## src/rtl/sdram_arb_pkg.sv

```systemverilog
//------------------------------------------------------------------------------
// Module  : sdram_arb_pkg
// Brief   : Shared types and width helpers for the SDRAM cache arbiter.
// Revision: 1.0 - initial release
//------------------------------------------------------------------------------
`default_nettype none

package sdram_arb_pkg;

  // Transaction sequencer states
  typedef enum logic [1:0] {
    IDLE = 2'd0,
    RD   = 2'd1,
    WR   = 2'd2,
    FIN  = 2'd3
  } state_e;

  // Which cache currently owns the SDRAM port
  typedef enum logic {
    OWN_IC = 1'b0,
    OWN_DC = 1'b1
  } owner_e;

  // Bits needed to index a word inside a line
  function automatic int line_idx_w(input int line_words);
    return $clog2(line_words);
  endfunction

  // Bits needed to hold an outstanding count of 0..max_outstanding inclusive
  function automatic int outs_w(input int max_outstanding);
    return $clog2(max_outstanding) + 1;
  endfunction

endpackage

`default_nettype wire

```

## src/rtl/sdram_cache_arbiter_arb_rr2.sv

```systemverilog
//------------------------------------------------------------------------------
// Module  : arb_rr2
// Brief   : Two-requester grant selection (I-cache / D-cache).
//           SDRAM_ARB_RR_EN defined  : round-robin, the port not granted last
//                                      wins a tie; pointer starts at I-cache.
//           SDRAM_ARB_RR_EN undefined: fixed priority, D-cache wins ties.
// Revision: 1.0 - initial release
//------------------------------------------------------------------------------
`default_nettype none

module arb_rr2
  import sdram_arb_pkg::*;
(
  input  logic   clk_i,
  input  logic   rst_n_i,
  input  logic   req_ic_i,
  input  logic   req_dc_i,
  input  logic   take_i,       // grant is consumed this cycle when valid
  output logic   gnt_valid_o,
  output owner_e gnt_owner_o
);

`ifdef SDRAM_ARB_RR_EN
  owner_e prio_q;
  owner_e prio_d;

  // Priority pointer register: remembers which port should win the next tie
  always_ff @(posedge clk_i or negedge rst_n_i) begin
    if (!rst_n_i) begin
      prio_q <= OWN_IC;
    end else begin
      prio_q <= prio_d;
    end
  end

  // Hand priority to the other port whenever a grant is taken
  always_comb begin
    prio_d = prio_q;
    if (take_i && gnt_valid_o) begin
      prio_d = (gnt_owner_o == OWN_IC) ? OWN_DC : OWN_IC;
    end
  end

  // Round-robin selection: pointer only matters when both request
  always_comb begin
    gnt_valid_o = req_ic_i | req_dc_i;
    if (req_ic_i && req_dc_i) begin
      gnt_owner_o = prio_q;
    end else if (req_dc_i) begin
      gnt_owner_o = OWN_DC;
    end else begin
      gnt_owner_o = OWN_IC;
    end
  end
`else
  // Fixed priority keeps no history, so the clock, reset and take strobe are idle
  logic unused_ok;
  assign unused_ok = &{1'b0, clk_i, rst_n_i, take_i};

  // Fixed-priority selection: D-cache wins any tie
  always_comb begin
    gnt_valid_o = req_ic_i | req_dc_i;
    gnt_owner_o = req_dc_i ? OWN_DC : OWN_IC;
  end
`endif

endmodule

`default_nettype wire

```

## src/rtl/sdram_cache_arbiter.sv

```systemverilog
//------------------------------------------------------------------------------
// Module  : sdram_cache_arbiter
// Brief   : Shares one SDRAM controller Avalon-MM slave between the I-cache
//           (line refill) and D-cache (line refill / write-back). Whole-line
//           transactions, pipelined reads up to MAX_OUTSTANDING deep.
//           Optional macro SDRAM_ARB_RR_EN selects round-robin arbitration
//           (default build: fixed priority, D-cache wins ties).
// Revision: 1.0 - initial release
//------------------------------------------------------------------------------
`default_nettype none

module sdram_cache_arbiter
  import sdram_arb_pkg::*;
#(
  parameter int ADDR_W          = 25,
  parameter int DATA_W          = 16,
  parameter int LINE_WORDS      = 8,
  parameter int MAX_OUTSTANDING = 4
) (
  input  logic              clk_clk,
  input  logic              reset_reset_n,
  // I-cache port
  input  logic              ic_req,
  input  logic [ADDR_W-1:0] ic_addr,
  output logic [DATA_W-1:0] ic_rdata,
  output logic              ic_rvalid,
  output logic              ic_done,
  // D-cache port
  input  logic              dc_req,
  input  logic              dc_we,
  input  logic [ADDR_W-1:0] dc_addr,
  input  logic [DATA_W-1:0] dc_wdata,
  output logic              dc_wnext,
  output logic [DATA_W-1:0] dc_rdata,
  output logic              dc_rvalid,
  output logic              dc_done,
  // Avalon-MM master toward SDRAM controller
  output logic [ADDR_W-1:0] avm_address,
  output logic              avm_read,
  output logic              avm_write,
  output logic [DATA_W-1:0] avm_writedata,
  input  logic              avm_waitrequest,
  input  logic [DATA_W-1:0] avm_readdata,
  input  logic              avm_readdatavalid
);

  localparam int LINE_IDX_W = line_idx_w(LINE_WORDS);
  localparam int CNT_W      = LINE_IDX_W + 1;
  localparam int OUTS_W     = outs_w(MAX_OUTSTANDING);

  localparam logic [CNT_W-1:0]  CNT_ONE   = CNT_W'(1);
  localparam logic [CNT_W-1:0]  LINE_CNT  = CNT_W'(LINE_WORDS);
  localparam logic [CNT_W-1:0]  LAST_WORD = CNT_W'(LINE_WORDS - 1);
  localparam logic [OUTS_W-1:0] OUTS_ONE  = OUTS_W'(1);
  localparam logic [OUTS_W-1:0] OUTS_MAX  = OUTS_W'(MAX_OUTSTANDING);
  localparam logic [ADDR_W-1:0] BASE_MASK = ~(ADDR_W'(LINE_WORDS - 1));

  state_e            state_q, state_d;
  owner_e            owner_q, owner_d;
  logic [ADDR_W-1:0] base_q, base_d;
  logic [CNT_W-1:0]  issue_cnt_q, issue_cnt_d;
  logic [CNT_W-1:0]  ret_cnt_q, ret_cnt_d;
  logic [OUTS_W-1:0] outs_q, outs_d;

  logic   gnt_valid;
  owner_e gnt_owner;
  logic   rd_accept;
  logic   wr_accept;
  logic   rd_ret;

  arb_rr2 u_arb (
    .clk_i       (clk_clk),
    .rst_n_i     (reset_reset_n),
    .req_ic_i    (ic_req),
    .req_dc_i    (dc_req),
    .take_i      (state_q == IDLE),
    .gnt_valid_o (gnt_valid),
    .gnt_owner_o (gnt_owner)
  );

  // A command counts only when the slave is not stalling it
  assign rd_accept = avm_read  & ~avm_waitrequest;
  assign wr_accept = avm_write & ~avm_waitrequest;

  // Address walks the line from its aligned base; wraps naturally at 2^ADDR_W
  assign avm_address   = base_q + ADDR_W'(issue_cnt_q);
  assign avm_writedata = dc_wdata;
  assign dc_wnext      = wr_accept;

  // Read data is forwarded combinationally; rvalid alone qualifies it
  assign ic_rdata  = avm_readdata;
  assign dc_rdata  = avm_readdata;
  assign ic_rvalid = rd_ret & (owner_q == OWN_IC);
  assign dc_rvalid = rd_ret & (owner_q == OWN_DC);

  // State register
  always_ff @(posedge clk_clk or negedge reset_reset_n) begin
    if (!reset_reset_n) begin
      state_q <= IDLE;
    end else begin
      state_q <= state_d;
    end
  end

  // Next-state logic: grant in IDLE, leave RD/WR once the full line is done
  always_comb begin
    state_d = state_q;
    case (state_q)
      IDLE: begin
        if (gnt_valid) begin
          state_d = ((gnt_owner == OWN_DC) && dc_we) ? WR : RD;
        end
      end
      RD: begin
        if (rd_ret && (ret_cnt_q == LAST_WORD)) begin
          state_d = FIN;
        end
      end
      WR: begin
        if (wr_accept && (issue_cnt_q == LAST_WORD)) begin
          state_d = FIN;
        end
      end
      FIN:     state_d = IDLE;
      default: state_d = IDLE;
    endcase
  end

  // Output logic: command strobes, return qualifier and done pulses
  always_comb begin
    avm_read  = 1'b0;
    avm_write = 1'b0;
    rd_ret    = 1'b0;
    ic_done   = 1'b0;
    dc_done   = 1'b0;
    case (state_q)
      RD: begin
        avm_read = (issue_cnt_q < LINE_CNT) && (outs_q < OUTS_MAX);
        rd_ret   = avm_readdatavalid;
      end
      WR: begin
        avm_write = (issue_cnt_q < LINE_CNT);
      end
      FIN: begin
        ic_done = (owner_q == OWN_IC);
        dc_done = (owner_q == OWN_DC);
      end
      default: ;
    endcase
  end

  // Transaction context registers: owner, line base and the three counters
  always_ff @(posedge clk_clk or negedge reset_reset_n) begin
    if (!reset_reset_n) begin
      owner_q     <= OWN_IC;
      base_q      <= '0;
      issue_cnt_q <= '0;
      ret_cnt_q   <= '0;
      outs_q      <= '0;
    end else begin
      owner_q     <= owner_d;
      base_q      <= base_d;
      issue_cnt_q <= issue_cnt_d;
      ret_cnt_q   <= ret_cnt_d;
      outs_q      <= outs_d;
    end
  end

  // Context update: latch on grant, then count issues, returns and in-flight reads
  always_comb begin
    owner_d     = owner_q;
    base_d      = base_q;
    issue_cnt_d = issue_cnt_q;
    ret_cnt_d   = ret_cnt_q;
    outs_d      = outs_q;
    if (state_q == IDLE) begin
      if (gnt_valid) begin
        owner_d     = gnt_owner;
        base_d      = ((gnt_owner == OWN_DC) ? dc_addr : ic_addr) & BASE_MASK;
        issue_cnt_d = '0;
        ret_cnt_d   = '0;
        outs_d      = '0;
      end
    end else begin
      if (rd_accept || wr_accept) begin
        issue_cnt_d = issue_cnt_q + CNT_ONE;
      end
      if (rd_ret) begin
        ret_cnt_d = ret_cnt_q + CNT_ONE;
      end
      // Issue and return in the same cycle leave the in-flight count unchanged
      case ({rd_accept, rd_ret})
        2'b10:   outs_d = outs_q + OUTS_ONE;
        2'b01:   outs_d = outs_q - OUTS_ONE;
        default: outs_d = outs_q;
      endcase
    end
  end

endmodule

`default_nettype wire

```

## config.mk

```make
export PLATFORM = sky130hd
export DESIGN_NAME = sdram_cache_arbiter
export DESIGN_NICKNAME = d
export VERILOG_FILES = /design/src/rtl/sdram_arb_pkg.sv /design/src/rtl/sdram_cache_arbiter_arb_rr2.sv /design/src/rtl/sdram_cache_arbiter.sv
export SDC_FILE = /design/constraint.sdc
export NUM_CORES = 1
export LEC_CHECK = 0
export ABC_AREA = 1
export CORE_MARGIN = 2
export CORE_UTILIZATION = 38
export CTS_CLUSTER_DIAMETER = 60
export DETAILED_ROUTE_END_ITERATION = 8
export GPL_ROUTABILITY_DRIVEN = 0
export PLACE_DENSITY = 0.81
export SKIP_LAST_GASP = 1
export SLEW_MARGIN = 25
export SYNTH_ARGS = -nofsm -noshare
export SYNTH_HDL_FRONTEND = slang
export SYNTH_HIERARCHICAL = 1
export SYNTH_SLANG_ARGS = --single-unit
export TNS_END_PERCENT = 50
```

## constraint.sdc

```tcl
create_clock -name clk_clk -period 2.4 [get_ports clk_clk]
set_clock_uncertainty 0.2 [all_clocks]
set_input_delay 0.48 -clock clk_clk [delete_from_list [all_inputs] [get_ports clk_clk]]
set_output_delay 0.48 -clock clk_clk [all_outputs]
set_load 0.02 [all_outputs]
```

==> results of run 1 <==
## layer usage
| layer | wire length (um) | track usage, % |
|---|---|---|
| met5 | 0 | 0 |
| met2 | 3850 | 34.5 |
| met1 | 3090 | 21.5 |
| met4 | 141 | 4.74 |
| met3 | 547 | 5.53 |
## Yosys cell counts, drive strengths merged
| master | count |
|---|---|
| ha | 8 |
| nand3b | 1 |
| a21oi | 19 |
| dfrtp | 36 |
| or2 | 1 |
| inv | 41 |
| fa | 1 |
| nand2 | 101 |
| o31ai | 1 |
| o21ai | 23 |
| clkbuf | 5 |
| buf | 55 |
| nor2 | 63 |
| o22ai | 13 |
| nand4 | 5 |
| nand3 | 18 |
| nor3 | 1 |
| xor2 | 17 |
## kinds of logic after synthesis
kind of cell	synth area share, %
compound gates	10.6
simple gates	27.4
buf+inv	20.6
xor+xnor	5.27
fa+ha+maj	4.25
flops	31.9
## registers in the layout, indices dropped and copies added, names as in the netlist
name         count
owner_q          1
issue_cnt_q      4
base_q          22
ret_cnt_q        4
state_q          2
outs_q           3
## worst register-to-register path, cell delays in order, from the launching register on
cell and delay, ps:
dfrtp_1 430, inv_1 100, ha_1 220, nand2_1 70
nor2_1 210, nand2_1 90, nand2_1 90, inv_1 60
fa_1 370, xor2_1 190, nand3_1 90, nand2_1 70
nand2_1 50, nand2_1 60
## path summary, 6_finish.rpt
| check | startpoint | endpoint | slack (ps) | cells past startpoint |
|---|---|---|---|---|
| setup / recovery | base_q[3]$_DFFE_PN0P_ | avm_address[4] | -40 | 3 |
| hold / removal | ret_cnt_q[1]$_DFFE_PN0P_ | ret_cnt_q[1]$_DFFE_PN0P_ | 330 | 2 |
| setup reg to reg | state_q[1]$_DFFE_PN0P_ | outs_q[2]$_DFFE_PN0P_ | 50 | 13 |
| hold reg to reg | ret_cnt_q[1]$_DFFE_PN0P_ | ret_cnt_q[1]$_DFFE_PN0P_ | 330 | 2 |
| max in group asynchronous | reset_reset_n | base_q[5]$_DFFE_PN0P_ | 1240 | 2 |
| min in group asynchronous | reset_reset_n | ret_cnt_q[2]$_DFFE_PN0P_ | 410 | 2 |
## power by group
group	switching [mW]	internal, mW
clock	0.239	0.308
sequential	0.291	0.881
combinational	1.34	0.960
total	1.87	2.15
## repair_timing
action	4_1_cts	5_1_grt
buffers inserted	1	2
endpoints found under the setup margin	26	27
gates cloned	0	0
resized for setup	67	33
pin swaps	4	1
## layout make-up
type,instances,area share [%]
multi-input combinational,272,38.1
timing repair buffer,111,26.9
sequential,36,24.5
inverter,41,4.16
tap,99,3.35
clock buffer,5,1.86
clock inverter,3,1.15
==> out/qor.csv, run 1 <==
stage,metric,value,unit
status,outcome,"finished, violations left",
status,failing checks,negative setup slack,
floorplanning,I/O Pins,169,
final_layout,# diodes,0,
placed_design,post-DP HPWL,5.96,mm
worst_setup_path,"CP delay by family, top",buffers and inverters,
detailed_routing,routed via count,2713,
floorplanning,Core Area,7210,um2
floorplanning,site row count,31,
worst_setup_path,Critical Path Sink Type,primary output,
worst_setup_path,worst-path fanout max,2,
worst_setup_path,Crit path largest cell delay,590,ps
synthesis,Synth Register Bits,36,
power,total chip power,4.02,mW
global_routing,Total GRT Usage,18.9,%
final_layout,Final nets,565,
synthesis,Synth Instances,409,
final_layout,post-layout util,51.3,%
synthesis,YS warnings,6,
cts,TritonCTS Sinks,36,
final_layout,register area,905,um2
sta,Relative slew margins,68.4,%
final_layout,most frequent cells in the layout,"97 x nand2_1, 57 x clkdlybuf4s50_1, 54 x nor2_1",
detailed_routing,average wire per standard cell,13.5,um
worst_setup_path,worst path arrival time,1760,ps
worst_setup_path,most common cell type on the critical path,ha_4,
cts,Worst-path clk slew,80,ps
cts,CTS tree,done,
synthesis,leading area contributor after synthesis,dfrtp_1,
floorplanning,die width,90.2,um
cts,# hold bufs at CTS,0,
cts,Max clock buf depth,2,
final_layout,share of cells above drive strength 1,17.1,%
final_layout,fin cells,567,
synthesis,top post-synthesis cells by area,"dfrtp_1 32%, buf_4 14%, nand2_1 13%, nor2_1 8.2%, xor2_1 5.3%",
placed_design,Cells after DPL,556,
floorplanning,Initial Util,39.2,%
final_layout,fin area,3700,um2
sta,Slew Limit Fails,0,
synthesis,post-synthesis cell type count,24,
final_layout,fill count,721,
sta,Setup-failing EPs final,3,
worst_setup_path,"Buf+Inv Stages, Crit Path",1,
synthesis,mapped cell area,2830,um2
sta,max frequency,0.410,GHz
power,Pwr per Cell Area,1090,nW/um2
sta,Final Critical Period,2440,ps
sta,setup_tns,-54.9,ps
placed_design,setup slack at placement,-236,ps
worst_setup_path,Setup Crit Path Kind,reg2out,
global_routing,global-route wire length before repair,12.8,mm
worst_setup_path,Slowest cell on crit path,clkdlybuf4s50_1,
global_routing,vias in the first global route,2786,
cts,clock root cell,clkbuf_8,
final_layout,P&R area growth vs syn,30.9,%
global_routing,initial antenna violation count,0,
sta,final worst slack,-36.3,ps
sta,worst slew pin tran,474,ps
detailed_routing,DRC Markers,0,
sta,hold_ws,332,ps
detailed_routing,starting DRC count in detailed routing,167,
placed_design,port bufs,82,
placed_design,Placed Area,3550,um2
worst_setup_path,CP required,1720,ps
detailed_routing,detailed-route vias per instance,4.78,
final_layout,"commonest non-fill, non-tap cell in the layout",nand2_1,
synthesis,post-synth top area share,31.9,%
min_path,Tightest Hold Check Type,reg2reg,
synthesis,Mean Syn Cell Area,6.91,um2
sta,final period utilization,102,%
sta,unrepaired setup endpoints after global routing,yes,
final_layout,footprint of the multi-input gates,1410,um2
cts,clock latency on the worst-skew pair,290,ps
worst_setup_path,Worst setup SP type,flip-flop,
power,Peak VDD IR,0.575,mV
sta,Fin. Hold Viols,0,
detailed_routing,post-route ant nets,0,
cts,H-tree depth,2,
floorplanning,DIE HEIGHT,90.2,um
synthesis,register area share after synthesis,31.9,%
global_routing,largest net degree at the start of global routing,37,
global_routing,total congestion overflow,0,
run,max capacitance violation total,0,
detailed_routing,Pre-Repair DR Iteration Count,4,
cts,Num CTS Buffers,5,
synthesis,Post-Syn Nets,507,
floorplanning,full die area,8140,um2
power,P_leak,1.80,nW
detailed_routing,Detailed Route WL,7.63,mm
worst_setup_path,CP cell instances,ha_4 > ha_4 > clkdlybuf4s50_1,
Note: power is estimated with default switching activity, not from simulation.
==> inputs of run 2 (changes only) <==
--- a/config.mk
+++ b/config.mk
@@ -7,11 +7,11 @@
 export LEC_CHECK = 0
 export ABC_AREA = 1
 export CORE_MARGIN = 2
-export CORE_UTILIZATION = 38
+export CORE_UTILIZATION = 35
 export CTS_CLUSTER_DIAMETER = 60
 export DETAILED_ROUTE_END_ITERATION = 8
 export GPL_ROUTABILITY_DRIVEN = 0
-export PLACE_DENSITY = 0.81
+export PLACE_DENSITY = 0.79
 export SKIP_LAST_GASP = 1
 export SLEW_MARGIN = 25
 export SYNTH_ARGS = -nofsm -noshare
==> constraint.sdc (replaced) <==
create_clock -name clk_clk -period 2.2 [get_ports clk_clk]
set_clock_uncertainty 0.2 [all_clocks]
set_input_delay 0.44 -clock clk_clk [delete_from_list [all_inputs] [get_ports clk_clk]]
set_output_delay 0.44 -clock clk_clk [all_outputs]
set_load 0.02 [all_outputs]
==> run 2 against run 1 <==
- the flow still finishes with violations (negative setup slack)
- non-clock buffer count is 20 higher
- wire length rose by 8.9%
- worst hold slack worse by 21 ps
- critical path depth is 4 higher
- via count grew 6.3%
- design area is 12% higher
- final cell count up 4.1%
- count of clock-buffer cells in the layout stayed put
==> out/qor.csv, run 2 (synthesized netlist as in run 1, its figures left out) <==
stage,metric,value,unit
global_routing,Total GRT Usage,18.4,%
floorplanning,DIE HEIGHT,93.8,um
final_layout,# diodes,0,
sta,max frequency,0.419,GHz
worst_setup_path,"CP delay by family, top",buffers and inverters,
floorplanning,I/O Pins,169,
final_layout,most frequent cells in the layout,"84 x nand2_1, 54 x clkdlybuf4s50_1, 48 x buf_4",
cts,clock root cell,clkbuf_8,
worst_setup_path,Setup Crit Path Kind,reg2out,
cts,# hold bufs at CTS,0,
status,outcome,"finished, violations left",
detailed_routing,post-route ant nets,0,
floorplanning,site row count,32,
sta,Relative slew margins,68.7,%
placed_design,setup slack at placement,-376,ps
placed_design,port bufs,82,
worst_setup_path,Crit path largest cell delay,400,ps
cts,Max clock buf depth,2,
global_routing,largest net degree at the start of global routing,37,
cts,Worst-path clk slew,70,ps
sta,Fin. Hold Viols,0,
detailed_routing,Pre-Repair DR Iteration Count,4,
final_layout,Final nets,585,
sta,Final Critical Period,2380,ps
worst_setup_path,worst-path fanout max,4,
sta,final worst slack,-185,ps
floorplanning,die width,93.8,um
run,max capacitance violation total,0,
worst_setup_path,Critical Path Sink Type,primary output,
floorplanning,full die area,8810,um2
power,Peak VDD IR,0.663,mV
placed_design,Cells after DPL,570,
detailed_routing,detailed-route vias per instance,4.89,
detailed_routing,DRC Markers,0,
cts,TritonCTS Sinks,36,
placed_design,post-DP HPWL,6.11,mm
sta,setup_tns,-1750,ps
cts,CTS tree,done,
final_layout,Largest register FFs,22,
final_layout,Largest Register,base_q,
final_layout,share of cells above drive strength 1,27.3,%
sta,unrepaired setup endpoints after global routing,yes,
worst_setup_path,CP required,1560,ps
worst_setup_path,worst path arrival time,1740,ps
cts,Num CTS Buffers,5,
detailed_routing,Detailed Route WL,8.31,mm
global_routing,total congestion overflow,0,
final_layout,P&R area growth vs syn,46.1,%
sta,final period utilization,108,%
final_layout,Regs by FF count,"base_q: 22 flops, issue_cnt_q: 4 flops, ret_cnt_q: 4 flops",
final_layout,post-layout util,53.1,%
worst_setup_path,Slowest cell on crit path,dfrtp_1,
sta,worst slew pin tran,469,ps
final_layout,fin cells,590,
worst_setup_path,"Buf+Inv Stages, Crit Path",3,
sta,Setup-failing EPs final,19,
worst_setup_path,CP cell instances,ha_4 > buf_6 > nand3_4 > buf_4 > nor2_2 > xor2_1 > buf_4,
power,Pwr per Cell Area,1210,nW/um2
cts,H-tree depth,2,
min_path,Tightest Hold Check Type,reg2reg,
power,P_leak,1.98,nW
sta,hold_ws,311,ps
detailed_routing,routed via count,2885,
detailed_routing,starting DRC count in detailed routing,109,
floorplanning,Initial Util,36.4,%
floorplanning,Core Area,7770,um2
detailed_routing,average wire per standard cell,14.1,um
worst_setup_path,most common cell type on the critical path,buf_4,
global_routing,global-route wire length before repair,12.6,mm
global_routing,vias in the first global route,2785,
worst_setup_path,Worst setup SP type,flip-flop,
sta,Slew Limit Fails,0,
final_layout,"commonest non-fill, non-tap cell in the layout",nand2_1,
status,failing checks,negative setup slack,
cts,clock latency on the worst-skew pair,300,ps
global_routing,initial antenna violation count,0,
==> run 2: cell types whose count changed in the layout (fill, tap and decap cells not counted), moves of 7 or more <==
cell / change
buf_4: +17
buf_6: +15
nand2_1: -13
nor2_1: -10
nand2_2: +9
dlygate4sd2_1: +8
clkbuf_2: -7
xor2_1: -7
xor2_2: +7
==> run 2: final timing paths <==
path	from	end	slack [ps]	cells past startpoint
min in group asynchronous	reset_reset_n	issue_cnt_q[1]$_DFFE_PN0P_	360	2
worst min register to register	ret_cnt_q[1]$_DFFE_PN0P_	ret_cnt_q[1]$_DFFE_PN0P_	310	2
max in group asynchronous	reset_reset_n	base_q[5]$_DFFE_PN0P_	1090	2
worst max register to register	state_q[1]$_DFFE_PN0P_	outs_q[1]$_DFFE_PN0P_	130	11
worst min-delay path	ret_cnt_q[1]$_DFFE_PN0P_	ret_cnt_q[1]$_DFFE_PN0P_	310	2
worst max-delay path	issue_cnt_q[3]$_DFFE_PN0P_	avm_address[14]	-180	7
==> run 2: cell type report <==
class	instances	area, um2
clock buffers	5	68.8
flip-flops and latches	36	903
clock inverters	3	46.3
repair buffers	131	1230
inverters	41	156
fillers	711	3640
multi-input cells	272	1600
well taps	102	128
==> run 2: worst reg2reg max path: stages, from the launching register on <==
cell      delay (ps)
dfrtp_1          420
inv_2             90
ha_4             150
nand2_2           70
nor2_4           100
nand2_1           70
nand2_1           80
inv_1             60
fa_2             520
nand2_1           50
nand3b_1         150
nand2_1           60
==> run 2: layer usage <==
| metal | global-route usage [%] | up-vias | wire [um] |
|---|---|---|---|
| met4 | 6.16 | 0 | 187 |
| met3 | 5.14 | 24 | 536 |
| met5 | 0 | - | 0 |
| met1 | 20.6 | 1376 | 3300 |
| met2 | 33.4 | 91 | 4280 |
| li1 | - | 1394 | - |
==> run 2: timing repair <==
| action | CTS | global route |
|---|---|---|
| setup buffers | 7 | 6 |
| pin swaps | 14 | 21 |
| resized for setup | 105 | 68 |
| setup endpoints to repair | 30 | 31 |
==> run 2: power by group <==
group          total (mW)  switching [mW]  leakage [nW]  internal, mW
logic                3.11            1.71          1.48          1.40
registers            1.26           0.301         0.441         0.959
clock network       0.606           0.264        0.0548         0.341
==> run 2: stage by stage <==
stage,cell area [um2],total power [mW]
global placement,3680,3.93
CTS,3900,4.70
detailed placement,3680,4.03
floorplan,2860,2.89
finish,4130,4.98
global route,4130,5.35
